### config.mk
export PLATFORM = sky130hd
export DESIGN_NAME = ps2_key_serializer
export DESIGN_NICKNAME = d
export VERILOG_FILES = /design/src/rtl/ps2_key_serializer.sv
export SDC_FILE = /design/constraint.sdc
export NUM_CORES = 1
export LEC_CHECK = 0
export ABC_AREA = 1
export BUFFER_PORTS_ARGS = -buffer_cell sky130_fd_sc_hd__buf_2
export CORE_AREA = 2 2 155 218
export DETAILED_ROUTE_END_ITERATION = 10
export DIE_AREA = 0 0 157 220
export PLACE_DENSITY = 0.49
export REMOVE_ABC_BUFFERS = 1
export SYNTH_ARGS = -nofsm -noshare
export SYNTH_HDL_FRONTEND = slang
export SYNTH_SLANG_ARGS = --single-unit
### constraint.sdc
create_clock -name clk_sys -period 3.3 [get_ports clk_sys]
set_input_delay 0.33 -clock clk_sys [delete_from_list [all_inputs] [get_ports clk_sys]]
set_output_delay 0.33 -clock clk_sys [all_outputs]
set_load 0.005 [all_outputs]
### src/rtl/ps2_key_serializer.sv
// PS/2 keyboard-side transmitter: turns hps_io key events into scan-code-set-2
// byte sequences, queues them and clocks them out on open-drain clk/data lines.
module ps2_key_serializer #(
    parameter int HALF_BIT = 1145,
    parameter int IDLE_GAP = 2290,
    parameter int FIFO_AW  = 4
) (
    input  logic        clk_sys,
    input  logic        reset_n,
    input  logic [10:0] ps2_key,
    input  logic        ps2_clk_in,
    input  logic        ps2_data_in,
    output logic        ps2_clk_out,
    output logic        ps2_data_out,
    output logic        busy,
    output logic        overflow
);

    localparam int DEPTH = 2 ** FIFO_AW;
    localparam int CNT_W = $clog2((IDLE_GAP > HALF_BIT) ? IDLE_GAP : HALF_BIT) + 1;

    typedef enum logic [1:0] {IDLE, WAIT_IDLE, BIT_HIGH, BIT_LOW} state_t;

    state_t             state;
    logic               clk_meta, clk_sync, data_meta, data_sync;
    logic               init_done, last_toggle;
    logic [1:0]         seq_left;
    logic [7:0]         seq_b0, seq_b1, seq_b2;
    logic [1:0]         new_len;
    logic [7:0]         new_b0, new_b1, new_b2;
    logic               new_event, fits, push, pop;
    logic [7:0]         mem [DEPTH];
    logic [FIFO_AW-1:0] wr_ptr, rd_ptr;
    logic [FIFO_AW:0]   count;
    logic [FIFO_AW+1:0] need;
    logic [7:0]         head;
    logic [CNT_W-1:0]   cnt;
    logic [3:0]         bit_idx;
    logic [10:0]        frame;

    // Two-flop synchronisers for the sensed bus lines (idle level is high)
    always_ff @(posedge clk_sys or negedge reset_n) begin
        if (!reset_n) begin
            clk_meta  <= 1'b1;
            clk_sync  <= 1'b1;
            data_meta <= 1'b1;
            data_sync <= 1'b1;
        end else begin
            clk_meta  <= ps2_clk_in;
            clk_sync  <= clk_meta;
            data_meta <= ps2_data_in;
            data_sync <= data_meta;
        end
    end

    // Byte sequence and length for the event currently presented on ps2_key
    always_comb begin
        new_len = 2'd1;
        new_b0  = ps2_key[7:0];
        new_b1  = 8'h00;
        new_b2  = 8'h00;
        case ({ps2_key[8], ~ps2_key[9]})
            2'b01: begin new_len = 2'd2; new_b0 = 8'hF0; new_b1 = ps2_key[7:0]; end
            2'b10: begin new_len = 2'd2; new_b0 = 8'hE0; new_b1 = ps2_key[7:0]; end
            2'b11: begin
                new_len = 2'd3; new_b0 = 8'hE0; new_b1 = 8'hF0; new_b2 = ps2_key[7:0];
            end
            default: ;
        endcase
    end

    assign new_event = init_done && (ps2_key[10] != last_toggle);
    assign need      = {1'b0, count} + {{FIFO_AW{1'b0}}, new_len};
    assign fits      = (need <= (FIFO_AW + 2)'(DEPTH));
    assign push      = (seq_left != 2'd0);
    assign pop       = (state == BIT_LOW) && (bit_idx == 4'd10) && (cnt == CNT_W'(HALF_BIT - 1));
    assign head      = mem[rd_ptr];
    assign busy      = (count != '0) || (state != IDLE);

    // Event capture: accept whole sequences only, then feed one byte per cycle
    always_ff @(posedge clk_sys or negedge reset_n) begin
        if (!reset_n) begin
            init_done   <= 1'b0;
            last_toggle <= 1'b0;
            seq_left    <= 2'd0;
            seq_b0      <= 8'h00;
            seq_b1      <= 8'h00;
            seq_b2      <= 8'h00;
            overflow    <= 1'b0;
        end else begin
            overflow <= 1'b0;
            if (!init_done) begin
                init_done   <= 1'b1;
                last_toggle <= ps2_key[10];
            end
            if (new_event) begin
                last_toggle <= ps2_key[10];
                if (fits) begin
                    seq_left <= new_len;
                    seq_b0   <= new_b0;
                    seq_b1   <= new_b1;
                    seq_b2   <= new_b2;
                end else begin
                    overflow <= 1'b1;
                end
            end else if (seq_left != 2'd0) begin
                seq_b0   <= seq_b1;
                seq_b1   <= seq_b2;
                seq_left <= seq_left - 2'd1;
            end
        end
    end

    // FIFO storage; contents need no reset because the pointers define validity
    always_ff @(posedge clk_sys) begin
        if (push) mem[wr_ptr] <= seq_b0;
    end

    // FIFO pointers and occupancy
    always_ff @(posedge clk_sys or negedge reset_n) begin
        if (!reset_n) begin
            wr_ptr <= '0;
            rd_ptr <= '0;
            count  <= '0;
        end else begin
            if (push) wr_ptr <= wr_ptr + 1'b1;
            if (pop)  rd_ptr <= rd_ptr + 1'b1;
            case ({push, pop})
                2'b10:   count <= count + 1'b1;
                2'b01:   count <= count - 1'b1;
                default: ;
            endcase
        end
    end

    // Frame transmitter: wait for a quiet bus, shift 11 bits, retry on inhibit
    always_ff @(posedge clk_sys or negedge reset_n) begin
        if (!reset_n) begin
            state        <= IDLE;
            cnt          <= '0;
            bit_idx      <= 4'd0;
            frame        <= 11'h7FF;
            ps2_clk_out  <= 1'b1;
            ps2_data_out <= 1'b1;
        end else begin
            case (state)
                IDLE: begin
                    ps2_clk_out  <= 1'b1;
                    ps2_data_out <= 1'b1;
                    cnt          <= '0;
                    if (count != '0) state <= WAIT_IDLE;
                end
                WAIT_IDLE: begin
                    if (!clk_sync || !data_sync) begin
                        cnt <= '0;
                    end else if (cnt == CNT_W'(IDLE_GAP - 1)) begin
                        frame        <= {1'b1, ~^head, head, 1'b0};
                        bit_idx      <= 4'd0;
                        cnt          <= '0;
                        ps2_data_out <= 1'b0;
                        state        <= BIT_HIGH;
                    end else begin
                        cnt <= cnt + 1'b1;
                    end
                end
                BIT_HIGH: begin
                    if ((bit_idx <= 4'd9) && (cnt >= CNT_W'(3)) && !clk_sync) begin
                        ps2_clk_out  <= 1'b1;
                        ps2_data_out <= 1'b1;
                        cnt          <= '0;
                        state        <= WAIT_IDLE;
                    end else if (cnt == CNT_W'(HALF_BIT - 1)) begin
                        ps2_clk_out <= 1'b0;
                        cnt         <= '0;
                        state       <= BIT_LOW;
                    end else begin
                        cnt <= cnt + 1'b1;
                    end
                end
                BIT_LOW: begin
                    if (cnt == CNT_W'(HALF_BIT - 1)) begin
                        cnt         <= '0;
                        ps2_clk_out <= 1'b1;
                        if (bit_idx == 4'd10) begin
                            ps2_data_out <= 1'b1;
                            state        <= IDLE;
                        end else begin
                            bit_idx      <= bit_idx + 4'd1;
                            ps2_data_out <= frame[bit_idx + 4'd1];
                            state        <= BIT_HIGH;
                        end
                    end else begin
                        cnt <= cnt + 1'b1;
                    end
                end
                default: state <= IDLE;
            endcase
        end
    end

endmodule

Word-level counts from Yosys, hierarchy flattened

Memory sizes are Yosys's and may differ from the RTL's.
Index checks and enable logic that the tools add are counted.

Register bits after elaboration: 77
Memory bits (writable): 128
Input bits: 15
Output and inout bits: 4
Word-level logic and storage cells: 133
Memories: 1

Memories:

| name | words | width | rd ports | clocked after Yosys merged registers in | wr ports | line | RTL |
|---|---|---|---|---|---|---|---|
| mem  | 16    | 8     | 1        | 0                                       | 1        | 32   | `logic [7:0] mem [DEPTH];` |

$add $sub $neg: 8
Magnitude comparators: 4
Equal/unequal tests: 21
Multiplexer cells: 50
Bitwise logic cells: 2
Reduce and logical (&&, ||, !) cells: 27

Operator list:

| kind                                                               | number |
|---|---|
| 2-to-1 mux 8 bit                                                   | 7 |
| 2-to-1 mux 13 bit                                                  | 4 |
| case mux 13 bit (4 select lines)                                   | 1 |
| case mux 8 bit (2 select lines)                                    | 2 |
| 2-to-1 mux 2 bit                                                   | 10 |
| 2-to-1 mux 4 bit                                                   | 4 |
| 2-to-1 mux 1 bit                                                   | 15 |
| adder 13 x 1 -> 13 bit, second input constant                      | 1 |
| equality test 13 x 11 -> 1 bit, second input constant              | 1 |
| equality test 13 x 12 -> 1 bit, second input constant              | 1 |
| greater-or-equal comparator 13 x 2 -> 1 bit, second input constant | 1 |
| adder 4 x 1 -> 4 bit, second input constant                        | 3 |
| equality test 2 bit, second input constant                         | 5 |
| inequality test 2 bit, second input constant                       | 5 |
| case mux 5 bit (2 select lines)                                    | 1 |
| AND reduction 5 bit                                                | 2 |
| nonzero test 2 bit                                                 | 5 |
| case mux 2 bit (4 select lines)                                    | 1 |
| case mux 4 bit (2 select lines)                                    | 1 |
| XNOR reduction 8 bit                                               | 1 |
| adder 5 x 2 -> 6 bit                                               | 1 |
| equality test 2 x 1 -> 1 bit, second input constant                | 3 |
| less-or-equal comparator 6 x 5 -> 1 bit, second input constant     | 1 |
| inequality test 2 x 1 -> 1 bit, second input constant              | 3 |
| 23 further kinds                                                   | 33 |

Longest topological paths before layout

Gate-level depths: netlist of run 1.

Depth after elaboration: 8
Gate-level depth with buffers: 17
Depth with buffers taken out: 17

Worst setup path after synthesis of run 1

Ideal clock, no wire load.

Path kind: register to register
Start: reg bit_idx[0]
End: reg count[4]
Setup time: 79 ps
Arrival time: 2456 ps
Required time: 3221 ps
Setup slack: 764 ps
Stages on the path, launching flop included: 16
Buffers on the path: 0
Period minus slack after synthesis: 2536 ps
Cell sequence: dfrtp_1 > inv_1 > ha_1 > nand3_1 > nor3_2 > ha_1 > inv_1 > fa_1 > inv_1 > a21oi_1 > nor2_1 > nor2_1 > nand2_1 > nand2_1 > nor2_1 > xor2_1

Longest elaborated chain between the ends: 5
Elaborated cells between the ends (all ways): 7
Those cells by class: 3 x eq/ne; 1 x mux; 3 x reduce/logical

RTL lines:

| what                                                                         | line | RTL |
|---|---|---|
| from (decl)                                                                  | 38   | `logic [3:0] bit_idx;` |
| from (signal assigned)                                                       | 188  | `bit_idx <= bit_idx + 4'd1;` |
| equality test 4 bit *                                                        | 76   | `assign pop = (state == BIT_LOW) && (bit_idx == 4'd10) && (cnt == CNT_W'(HALF_BIT - 1));` |
| logical AND 1 bit * (2 in a row)                                             | 76   |  |
| named net pop                                                                | 31   | `logic new_event, fits, push, pop;` |
| equality test 2 x 1 -> 1 bit / equality test 2 bit (equally long branches)   | 128  | `case ({push, pop})` |
| case mux 5 bit (2 select lines) / nonzero test 2 bit (equally long branches) | n/a  |  |
| to (signal assigned)                                                         | 129  | `2'b10: count <= count + 1'b1;` |
| to (signal assigned)                                                         | 130  | `2'b01: count <= count - 1'b1;` |
| to (decl)                                                                    | 34   | `logic [FIFO_AW:0] count;` |

Mark *: on every way through the listed nets, which the timed path passes. The rest lies on a longest branch.
A chain may end at the register's enable or synchronous reset.

Worst setup path in the final report of run 1

Same ends and word-level chain as after synthesis.

==> results of run 1 <==
[per-layer routing]
metal	GRT usage	vias up	wire length, um
met4	0.0755	0	1170
li1	-	3407	-
met5	0	-	0
met2	0.244	102	11400
met1	0.157	3182	9300
met3	0.0146	49	671
[synth_stat cells, drive strengths merged]
| master | instances |
|---|---|
| nand2 | 315 |
| inv | 130 |
| edfxtp | 128 |
| nand3 | 103 |
| nor2 | 82 |
| dfrtp | 61 |
| o21ai | 48 |
| a21oi | 23 |
| ha | 22 |
| buf | 21 |
| dfstp | 16 |
| xor2 | 14 |
| nor3 | 13 |
| a31oi | 12 |
| clkbuf | 12 |
| nand4 | 10 |
| clkinv | 4 |
| xnor2 | 4 |
| o211ai | 3 |
| o22ai | 3 |
| fa | 2 |
| nor4 | 2 |
| or2 | 2 |
| conb | 1 |
| nor3b | 1 |
| o221ai | 1 |
[worst register-to-register path: stages, from the launching register on]
cell and delay [ns]:
dfrtp_1 0.47, inv_1 0.23, ha_1 0.19, nand3_1 0.11, nor3_2 0.25, ha_1 0.28, inv_1 0.10, fa_1 0.36
inv_1 0.09, a21oi_1 0.06, nor2_1 0.08, nor2_1 0.05, nand2_1 0.05, nand2_1 0.05, nor2_1 0.11, xor2_1 0.15
[what timing repair did]
| action | in CTS | in global routing |
|---|---|---|
| hold endpoints to repair | 32 | 0 |
| hold buffers | 4 | 0 |
| gates resized for setup | 0 | 0 |
| endpoints found under the setup margin | 0 | 0 |
[per-stage QoR]
step	instance area, um2	cells	total power [W]	setup WS [ns]
3_5_place_dp	10200	1475	0.00533	0.508
3_3_place_gp	10200	1475	0.00528	0.619
2_1_floorplan	9450	1000	0.00473	0.302
5_1_grt	11000	1519	0.00828	0.273
4_1_cts	11000	1519	0.00793	0.577
6_report	11000	1519	0.00782	0.605
[flip-flops by register name (all words and copies together) (netlist names), 4 cells and up]
register / flops
mem: 128
cnt: 13
frame: 10
seq_b0: 8
seq_b1: 8
seq_b2: 8
count: 5
bit_idx: 4
rd_ptr: 4
wr_ptr: 4
[layout by cell type, fill, tap and decap left out, drive strengths merged, types with 23 or more instances in the layout]
cell / synthesis / final
clkbuf: 12 / 27
nand2: 315 / 315
inv: 130 / 131
o21ai: 48 / 48
nor2: 82 / 82
edfxtp: 128 / 128
dfrtp: 61 / 61
a21oi: 23 / 23
buf: 21 / 30
nand3: 103 / 103
[final timing paths]
check | end | cells after the start
worst min register to register | data_sync$_DFF_PN1_ | 0
worst min-delay path | seq_b2[6]$_DFFE_PN0P_ | 3
worst max-delay path | count[4]$_DFFE_PN0P_ | 15
min in group asynchronous | bit_idx[3]$_DFFE_PN0P_ | 2
worst max register to register | count[4]$_DFFE_PN0P_ | 15
max in group asynchronous | seq_b0[1]$_DFFE_PN0P_ | 3
[layout make-up]
type	count	share of cell area
Clock inverter	13	0.0152
Timing Repair Buffer	34	0.0214
Sequential cell	205	0.526
Tap cell	445	0.0506
Clock buffer	27	0.0536
Inverter	134	0.0457
Multi-Input combinational cell	661	0.287
[power by group through the flow]
stage	Clock (W)	Sequential [W]	Combinational [W]
after floorplan	0	0.00380	0.000934
after global placement	0	0.00403	0.00125
after detailed placement	0	0.00404	0.00129
after CTS	0.00265	0.00399	0.00129
after global routing	0.00274	0.00406	0.00148
final	0.00258	0.00398	0.00126
[cell families after synthesis]
logic type,share of synthesized area
AOI/OAI and AO/OA,0.0510
other,0.000389
adders and majority gates,0.0327
and+or+nand+nor,0.227
xor gates and xnor gates,0.0164
DFF,0.601
buffers and inverters,0.0718
==> results.sh, run 1 <==
export IMPL_die_width_um=157
export IMPL_postRouteAntennaNets=0
export IMPL_crit_family="adder cells"
export IMPL_p_leak_nw=4.71
export IMPL_path_max_fanout=10
export IMPL_place_gp_congestion=0.799
export IMPL_finalHoldViolations=0
export IMPL_cts_sinks=205
export IMPL_num_io_pins=19
export IMPL_n_antenna_cell=0
export IMPL_core_rowCount=79
export IMPL_drc=0
export IMPL_fin_tns_setup_ns=0
export IMPL_setup_violations=0
export IMPL_grt_pass1_wl_um=36400
export IMPL_finalCritPeriodShare=0.817
export IMPL_drt_total_wl_um=22600
export IMPL_register_area_mm2=0.00579
export IMPL_p_per_area_mw_per_mm2=711
export IMPL_drive_above_1_share=0.0885
export IMPL_outcome="complete, no violations"
export IMPL_grt_use_total=0.136
export IMPL_cts_setup_buffers=0
export IMPL_core_area_mm2=0.0327
export IMPL_grt_start_max_net_pins=65
export IMPL_postSynthCellCount=1033
export IMPL_finalCoreUtilization=0.336
export IMPL_regToRegStartpoint="bit_idx[0]$_DFFE_PN0P_"
export IMPL_synth_distinct_cells=36
export IMPL_final_max_slew_viol_count=0
export IMPL_worstSetupStartpoint="bit_idx[0]$_DFFE_PN0P_"
export IMPL_root_buffer="clkbuf_16"
export IMPL_rsz0062_at_grt="no"
export IMPL_vdd_ir_drop_max_v=0.000453
export IMPL_cp_arrival_ns=3.13
export IMPL_clk_pin_slew_worst_paths_ns=0.06
export IMPL_worstMarginPinSlew_ns=0.988
export IMPL_fin_skew_ns=0.0158
export IMPL_clock_path_buffers=3
export IMPL_sw_frac_of_total=0.306
export IMPL_synth_seq_cells=205
export IMPL_wire_per_inst_um=14.9
export IMPL_switchingPower_w=0.00239
export IMPL_maxCapViolCount=0
export IMPL_yosys_warnings=0
export IMPL_synth_area_per_cell_um2=9.33
export IMPL_fin_hold_ws_ns=0.0983
export IMPL_required_ns=3.74
export IMPL_dr_total_vias=6740
export IMPL_routed_via_density=4.44
export IMPL_start_util=0.295
export IMPL_grt_antenna_before_repair=0
export IMPL_r2r_slack_ns=0.61
export IMPL_slowest_delay_ns=0.47
export IMPL_io_buffers=18
export IMPL_cp_cell_sequence="inv_1, ha_1, nand3_1, nor3_2, ha_1, inv_1, fa_1, inv_1, a21oi_1, nor2_1, nor2_1, nand2_1, nand2_1, nor2_1, xor2_1"
export IMPL_grt_overflow_total=0
export IMPL_hp_start="ps2_key[6]"
export IMPL_fmax_ghz=0.371
export IMPL_num_nets_final=1097
export IMPL_htree_num_levels=1
export IMPL_combPwrFrac=0.161
export IMPL_clockPowerShare=0.330
export IMPL_area_growth_pct=14.1
export IMPL_max_slew_margin=0.339
export IMPL_clk_latency_ns=0.52
export IMPL_dr_pass1_iters=4
export IMPL_grt_pass1_vias=6736
export IMPL_yosysTopAreaCell="edfxtp_1"
export IMPL_synth_area_top_cells="edfxtp_1, dfrtp_1, nand2_1"
export IMPL_period_needed_ns=2.69
export IMPL_crit_buf_inv=3
export IMPL_die_h_um=220
export IMPL_fillerInstances=3348
export IMPL_seqPwrFrac=0.509
export IMPL_dpl_hpwl_um=14700
export IMPL_cts_buffers=22
export IMPL_hp_class="in2reg"
export IMPL_cp_start_kind="flip-flop"
export IMPL_internal_power_w=0.00543
export IMPL_syn_area_mm2=0.00964
export IMPL_seq_area_frac_synth=0.601
export IMPL_crit_slowest_cell="dfrtp_1"
export IMPL_cp_end_kind="flip-flop"
export IMPL_die_area_mm2=0.0345
export IMPL_drt_iter0_markers=310
export IMPL_multi_input_area_mm2=0.00316
export IMPL_critPathKind="reg2reg"
export IMPL_synth_top_cell_area_share=0.399
export IMPL_cts_tree="yes"
(Power assumes the default switching activity.)
==> run 2, diff against run 1 <==
--- a/config.mk
+++ b/config.mk
@@ -10,7 +10,7 @@
 export CORE_AREA = 2 2 155 218
 export DETAILED_ROUTE_END_ITERATION = 10
 export DIE_AREA = 0 0 157 220
-export PLACE_DENSITY = 0.49
+export PLACE_DENSITY = 0.5
 export REMOVE_ABC_BUFFERS = 1
 export SYNTH_ARGS = -nofsm -noshare
 export SYNTH_HDL_FRONTEND = slang
==> constraint.sdc (replaced) <==
create_clock -name clk_sys -period 2.31 [get_ports clk_sys]
set_input_delay 0.231 -clock clk_sys [delete_from_list [all_inputs] [get_ports clk_sys]]
set_output_delay 0.231 -clock clk_sys [all_outputs]
set_load 0.005 [all_outputs]
==> run 2 against run 1 <==
Net effect:
- the flow now finishes with violations (negative setup slack)
- clock skew decreased by 0.0049 ns
- fmax increased by 6.5%
- worst setup slack got worse by 0.83 ns
- cell count increased by 4.0%
- critical path depth increased by 1
==> results.sh, run 2 (synthesis results as in run 1) <==
export IMPL_outcome="finished, violations left"
export IMPL_violations="negative setup slack"
export IMPL_routed_via_density=4.40
export IMPL_critPathKind="reg2reg"
export IMPL_worstMarginPinSlew_ns=0.831
export IMPL_clockPowerShare=0.306
export IMPL_clock_path_buffers=3
export IMPL_grt_pass1_vias=7114
export IMPL_dr_pass1_iters=6
export IMPL_endpoint="count[4]$_DFFE_PN0P_"
export IMPL_cts_buffers=22
export IMPL_wl_met1_um=9090
export IMPL_crit_family="simple AND/OR/NAND/NOR gates"
export IMPL_sw_frac_of_total=0.306
export IMPL_htree_num_levels=1
export IMPL_crit_slowest_cell="dfrtp_1"
export IMPL_cpMostUsedCell="nor2_1"
export IMPL_start_util=0.295
export IMPL_cp_arrival_ns=2.91
export IMPL_drive_above_1_share=0.161
export IMPL_die_width_um=157
export IMPL_p_per_area_mw_per_mm2=989
export IMPL_area_growth_pct=20.9
export IMPL_dpl_hpwl_um=15500
export IMPL_finalCoreUtilization=0.356
export IMPL_final_common_cell="nand2_1"
export IMPL_core_area_mm2=0.0327
export IMPL_num_io_pins=19
export IMPL_register_area_mm2=0.00579
export IMPL_hp_class="in2reg"
export IMPL_cp_end_kind="flip-flop"
export IMPL_finalCritPeriodShare=1.10
export IMPL_cts_tree="yes"
export IMPL_clk_pin_slew_worst_paths_ns=0.06
export IMPL_required_ns=2.69
export IMPL_grt_pass1_wl_um=37000
export IMPL_max_slew_margin=0.446
export IMPL_setup_slack_ns=-0.220
export IMPL_place_gp_congestion=0.810
export IMPL_die_h_um=220
export IMPL_internal_power_w=0.00800
export IMPL_drt_total_wl_um=22800
export IMPL_core_rowCount=79
export IMPL_clk_latency_ns=0.51
export IMPL_drc=0
export IMPL_top_regs="mem (128), cnt (13), frame (10)"
export IMPL_fin_skew_ns=0.0109
export IMPL_combPwrFrac=0.200
export IMPL_fin_hold_ws_ns=0.0169
export IMPL_path_max_fanout=4
export IMPL_multi_input_area_mm2=0.00324
export IMPL_setup_violations=2
export IMPL_wl_met2_um=12400
export IMPL_slowest_delay_ns=0.38
export IMPL_drt_iter0_markers=331
export IMPL_final_max_slew_viol_count=0
export IMPL_cts_sinks=205
export IMPL_layout_common_cells="nand2_1, edfxtp_1, inv_1, nand3_1, nor2_1"
export IMPL_maxCapViolCount=0
export IMPL_finalPower_w=0.0115
export IMPL_root_buffer="clkbuf_16"
export IMPL_io_buffers=18
export IMPL_switchingPower_w=0.00353
export IMPL_seqPwrFrac=0.494
export IMPL_die_area_mm2=0.0345
export IMPL_fmax_ghz=0.395
export IMPL_r2r_slack_ns=-0.22
export IMPL_wire_per_inst_um=14.5
export IMPL_grt_overflow_total=0
export IMPL_regToRegStartpoint="cnt[1]$_DFF_PN0_"
export IMPL_worstSetupStartpoint="cnt[1]$_DFF_PN0_"
export IMPL_dr_total_vias=6958
export IMPL_p_leak_nw=5.07
export IMPL_vdd_ir_drop_max_v=0.000656
export IMPL_regMostFlops="mem"
export IMPL_crit_buf_inv=3
export IMPL_met3_length_um=556
export IMPL_reg2reg_depth=16
export IMPL_grt_antenna_before_repair=0
export IMPL_path_depth=16
export IMPL_postRouteAntennaNets=0
export IMPL_cp_start_kind="flip-flop"
export IMPL_n_antenna_cell=0
export IMPL_period_needed_ns=2.53
export IMPL_top_layer="met4"
export IMPL_rr_endpoint="count[4]$_DFFE_PN0P_"
export IMPL_num_nets_final=1159
export IMPL_grt_use_total=0.136
export IMPL_finalHoldViolations=0
export IMPL_rsz0062_at_grt="yes"
export IMPL_fillerInstances=3335
export IMPL_cp_cell_sequence="inv_2, ha_2, inv_1, nor2_1, nand4_1, nor3_4, ha_2, buf_4, ha_1, a21oi_1, nor2_1, nor2_1, nand2_1, nand2_1, nor2_2, xor2_1"
export IMPL_grt_start_max_net_pins=48
export IMPL_largest_reg_flops=128
run 2: how the worst min path moves through the flow:
stage	startpoint	endpoint	slack, ns	depth (start not counted)
2_1_floorplan	reset_n	bit_idx[0]$_DFFE_PN0P_	-0.06	0
3_3_place_gp	reset_n	bit_idx[2]$_DFFE_PN0P_	0.24	1
3_5_place_dp	reset_n	bit_idx[2]$_DFFE_PN0P_	0.24	1
4_1_cts	ps2_key[0]	seq_b2[0]$_DFFE_PN0P_	0.003	3
5_1_grt	ps2_key[5]	seq_b2[5]$_DFFE_PN0P_	0.02	3
6_report	ps2_key[4]	seq_b2[4]$_DFFE_PN0P_	0.02	3
run 2: power groups by stage:
| stage | Clock [W] | Combinational [W] | Sequential (W) |
|---|---|---|---|
| detailed placement | 0 | 0.00204 | 0.00577 |
| floorplan | 0 | 0.00133 | 0.00543 |
| global placement | 0 | 0.00200 | 0.00575 |
| CTS | 0.00363 | 0.00206 | 0.00570 |
| finish | 0.00353 | 0.00231 | 0.00570 |
| global route | 0.00376 | 0.00263 | 0.00581 |
run 2: cell type report:
type | count | area share
clock buffers | 25 | 0.0499
clock inverters | 14 | 0.0126
inverters | 134 | 0.0432
multi-input cells | 661 | 0.278
flip-flops and latches | 205 | 0.497
well taps | 445 | 0.0478
repair buffers | 96 | 0.0711
run 2: per-layer routing:
layer	track usage	vias to the layer above
met5	0	-
met4	0.0520	0
met3	0.0142	37
met2	0.264	91
met1	0.149	3289
li1	-	3541
run 2: tightest hold or removal path: stages:
cell and delay (ns):
buf_2 0.11, nand2_1 0.05, o21ai_0 0.07
run 2: timing repair:
item                       in CTS  in global routing
hold endpoints to repair       19                  0
hold buffers                    4                  0
buffers inserted                0                  3
pin swaps                       0                 10
cloned                          0                  3
resized for setup               1                 33
setup endpoints to repair       2                 16
run 2: per-stage QoR:
step                setup TNS [ns]  setup WS, ns  area [um2]  std cells
floorplan                    -9.03        -0.688        9450       1000
global placement             -2.43        -0.158       10700       1531
detailed placement           -3.82        -0.219       10700       1531
CTS                         -0.245        -0.189       11500       1574
global route                -0.886        -0.415       11700       1580
finish                      -0.322        -0.220       11700       1580
==> run 3, diff against run 2 <==
--- a/config.mk
+++ b/config.mk
@@ -11,7 +11,6 @@
 export DETAILED_ROUTE_END_ITERATION = 10
 export DIE_AREA = 0 0 157 220
 export PLACE_DENSITY = 0.5
-export REMOVE_ABC_BUFFERS = 1
 export SYNTH_ARGS = -nofsm -noshare
 export SYNTH_HDL_FRONTEND = slang
 export SYNTH_SLANG_ARGS = --single-unit
==> run 3 against run 2 <==
Net effect:
- worst hold slack worse by 0.0012 ns
- register-to-register slack better by 0.07 ns
- the flow still finishes with violations (negative setup slack)
- design area decreased by 0.46%
- die area stayed put
- utilization fell by 0.16 points
- sequential power is essentially flat
- sequential share of layout area rose by 0.23 points
- first-iteration DRC count is 18% higher
- critical endpoint unchanged
- worst setup slack better by 0.065 ns
- largest power group unchanged
- non-clock buffer count decreased by 2
- via count decreased by 1.5%
- clock power is 4% higher
==> results.sh, run 3 (synthesis results as in run 1) <==
export IMPL_largest_reg_flops=128
export IMPL_drt_total_wl_um=22400
export IMPL_place_gp_congestion=0.789
export IMPL_grt_pass1_vias=6799
export IMPL_period_needed_ns=2.47
export IMPL_final_common_cell="nand2_1"
export IMPL_place_area_mm2=0.0107
export IMPL_rsz0062_at_grt="yes"
export IMPL_cp_end_kind="flip-flop"
export IMPL_htree_num_levels=1
export IMPL_fin_skew_ns=0.0157
export IMPL_vdd_ir_drop_max_v=0.000524
export IMPL_hp_class="in2reg"
export IMPL_maxCapViolCount=0
export IMPL_grt_antenna_before_repair=0
export IMPL_fin_cells=1579
export IMPL_endpoint="count[4]$_DFFE_PN0P_"
export IMPL_n_antenna_cell=0
export IMPL_internal_power_w=0.00802
export IMPL_area_growth_pct=20.3
export IMPL_cp_arrival_ns=2.89
export IMPL_cts_sinks=205
export IMPL_dpl_hpwl_um=14900
export IMPL_r2r_slack_ns=-0.16
export IMPL_worstMarginPinSlew_ns=0.793
export IMPL_setup_violations=2
export IMPL_die_width_um=157
export IMPL_wire_per_inst_um=14.2
export IMPL_clk_latency_ns=0.51
export IMPL_seqPwrFrac=0.495
export IMPL_max_slew_margin=0.471
export IMPL_sw_frac_of_total=0.300
export IMPL_clk_pin_slew_worst_paths_ns=0.06
export IMPL_reg2reg_depth=15
export IMPL_regMostFlops="mem"
export IMPL_cts_tree="yes"
export IMPL_register_area_mm2=0.00579
export IMPL_multi_input_area_mm2=0.00325
export IMPL_fillerInstances=3318
export IMPL_combPwrFrac=0.186
export IMPL_start_util=0.295
export IMPL_placedCellCount=1531
export IMPL_layout_common_cells="nand2_1, edfxtp_1, inv_1, nand3_1, nor2_1"
export IMPL_outcome="finished, violations left"
export IMPL_num_nets_final=1157
export IMPL_die_area_mm2=0.0345
export IMPL_drive_above_1_share=0.160
export IMPL_cp_start_kind="flip-flop"
export IMPL_regToRegStartpoint="cnt[7]$_DFF_PN0_"
export IMPL_clock_path_buffers=3
export IMPL_dr_pass1_iters=4
export IMPL_path_max_fanout=3
export IMPL_p_leak_nw=5.04
export IMPL_die_h_um=220
export IMPL_fmax_ghz=0.406
export IMPL_cts_buffers=22
export IMPL_drc=0
export IMPL_setup_slack_ns=-0.155
export IMPL_finalCritPeriodShare=1.07
export IMPL_pre_cts_slack_ns=-0.174
export IMPL_final_area_mm2=0.0116
export IMPL_violations="negative setup slack"
export IMPL_grt_overflow_total=0
export IMPL_required_ns=2.74
export IMPL_dr_total_vias=6855
export IMPL_grt_pass1_wl_um=36800
export IMPL_routed_via_density=4.34
export IMPL_drt_iter0_markers=391
export IMPL_core_area_mm2=0.0327
export IMPL_io_buffers=18
export IMPL_final_max_slew_viol_count=0
export IMPL_p_per_area_mw_per_mm2=988
export IMPL_syn_nets=1072
export IMPL_critPathKind="reg2reg"
export IMPL_finalCoreUtilization=0.354
export IMPL_clockPowerShare=0.319
export IMPL_core_rowCount=79
export IMPL_top_regs="mem (128), cnt (13), frame (10)"
export IMPL_num_io_pins=19
export IMPL_worstSetupStartpoint="cnt[7]$_DFF_PN0_"
export IMPL_grt_start_max_net_pins=61
export IMPL_grt_use_total=0.135
export IMPL_finalHoldViolations=0
export IMPL_switchingPower_w=0.00344
export IMPL_rr_endpoint="count[4]$_DFFE_PN0P_"
export IMPL_root_buffer="clkbuf_16"
export IMPL_postRouteAntennaNets=0
run 3: cell count changes in the layout (fill, tap and decap cells not counted), sizes merged:
cell and delta:
buf +1, bufinv +1, clkinv -3
run 3: final cells by class:
class / count / share of cell area
Clock buffer: 28 / 0.0521
Clock inverter: 12 / 0.0123
Inverter: 134 / 0.0435
Multi-Input combinational cell: 661 / 0.281
Sequential cell: 205 / 0.499
Tap cell: 445 / 0.0480
Timing Repair Buffer: 94 / 0.0641
run 3: per-stage QoR:
stage | hold slack (ns) | total power (W) | setup TNS [ns]
2_1_floorplan | -0.0646 | 0.00685 | -0.134
3_3_place_gp | 0.308 | 0.00776 | -2.34
3_5_place_dp | 0.307 | 0.00782 | -2.52
4_1_cts | 0.00215 | 0.0116 | -0.155
5_1_grt | 0.0214 | 0.0122 | -1.10
6_report | 0.0157 | 0.0115 | -0.209
run 3: critical path: stages (launching register included):
cell	delay, ns
dfrtp_1	0.39
or2_4	0.26
nor2_2	0.08
nand4_1	0.16
nor3_4	0.26
ha_2	0.23
inv_2	0.05
fa_2	0.32
inv_2	0.08
a21oi_2	0.05
nor2_1	0.10
nor2_1	0.06
nand2_1	0.05
nand2_1	0.06
nor2_2	0.11
xor2_1	0.14
run 3: metal layers:
layer | part of all wire | global-route usage | vias to the layer above | wire length [um]
met2 | 0.52 | 0.249 | 72 | 11600
met5 | 0 | 0 | - | 0
met3 | 0.023 | 0.0157 | 31 | 514
met4 | 0.029 | 0.0456 | 0 | 651
met1 | 0.43 | 0.163 | 3219 | 9640
li1 | - | - | 3533 | -
run 3: how the worst min path moves through the flow:
stage               slack [ns]  cells after the start       start                endpoint
detailed placement        0.31                      1     reset_n   seq_b1[5]$_DFFE_PN0P_
floorplan                -0.06                      0     reset_n  bit_idx[0]$_DFFE_PN0P_
CTS                      0.002                      3  ps2_key[5]   seq_b2[5]$_DFFE_PN0P_
global route              0.02                      3  ps2_key[3]   seq_b2[3]$_DFFE_PN0P_
global placement          0.31                      1     reset_n   seq_b2[5]$_DFFE_PN0P_
finish                    0.02                      3  ps2_key[5]   seq_b2[5]$_DFFE_PN0P_
run 3: power groups by stage:
stage	Combinational [W]	Clock [W]	Sequential (W)
2_1_floorplan	0.00142	0	0.00543
3_3_place_gp	0.00202	0	0.00575
3_5_place_dp	0.00206	0	0.00576
4_1_cts	0.00209	0.00376	0.00570
5_1_grt	0.00246	0.00391	0.00578
6_report	0.00213	0.00366	0.00567
run 3: timing repair:
action / in CTS / in global routing
hold buffers: 4 / 0
pin swaps: 0 / 10
endpoints found under the setup margin: 2 / 20
setup buffers: 1 / 3
hold endpoints to repair: 46 / 0
resized for setup: 6 / 17
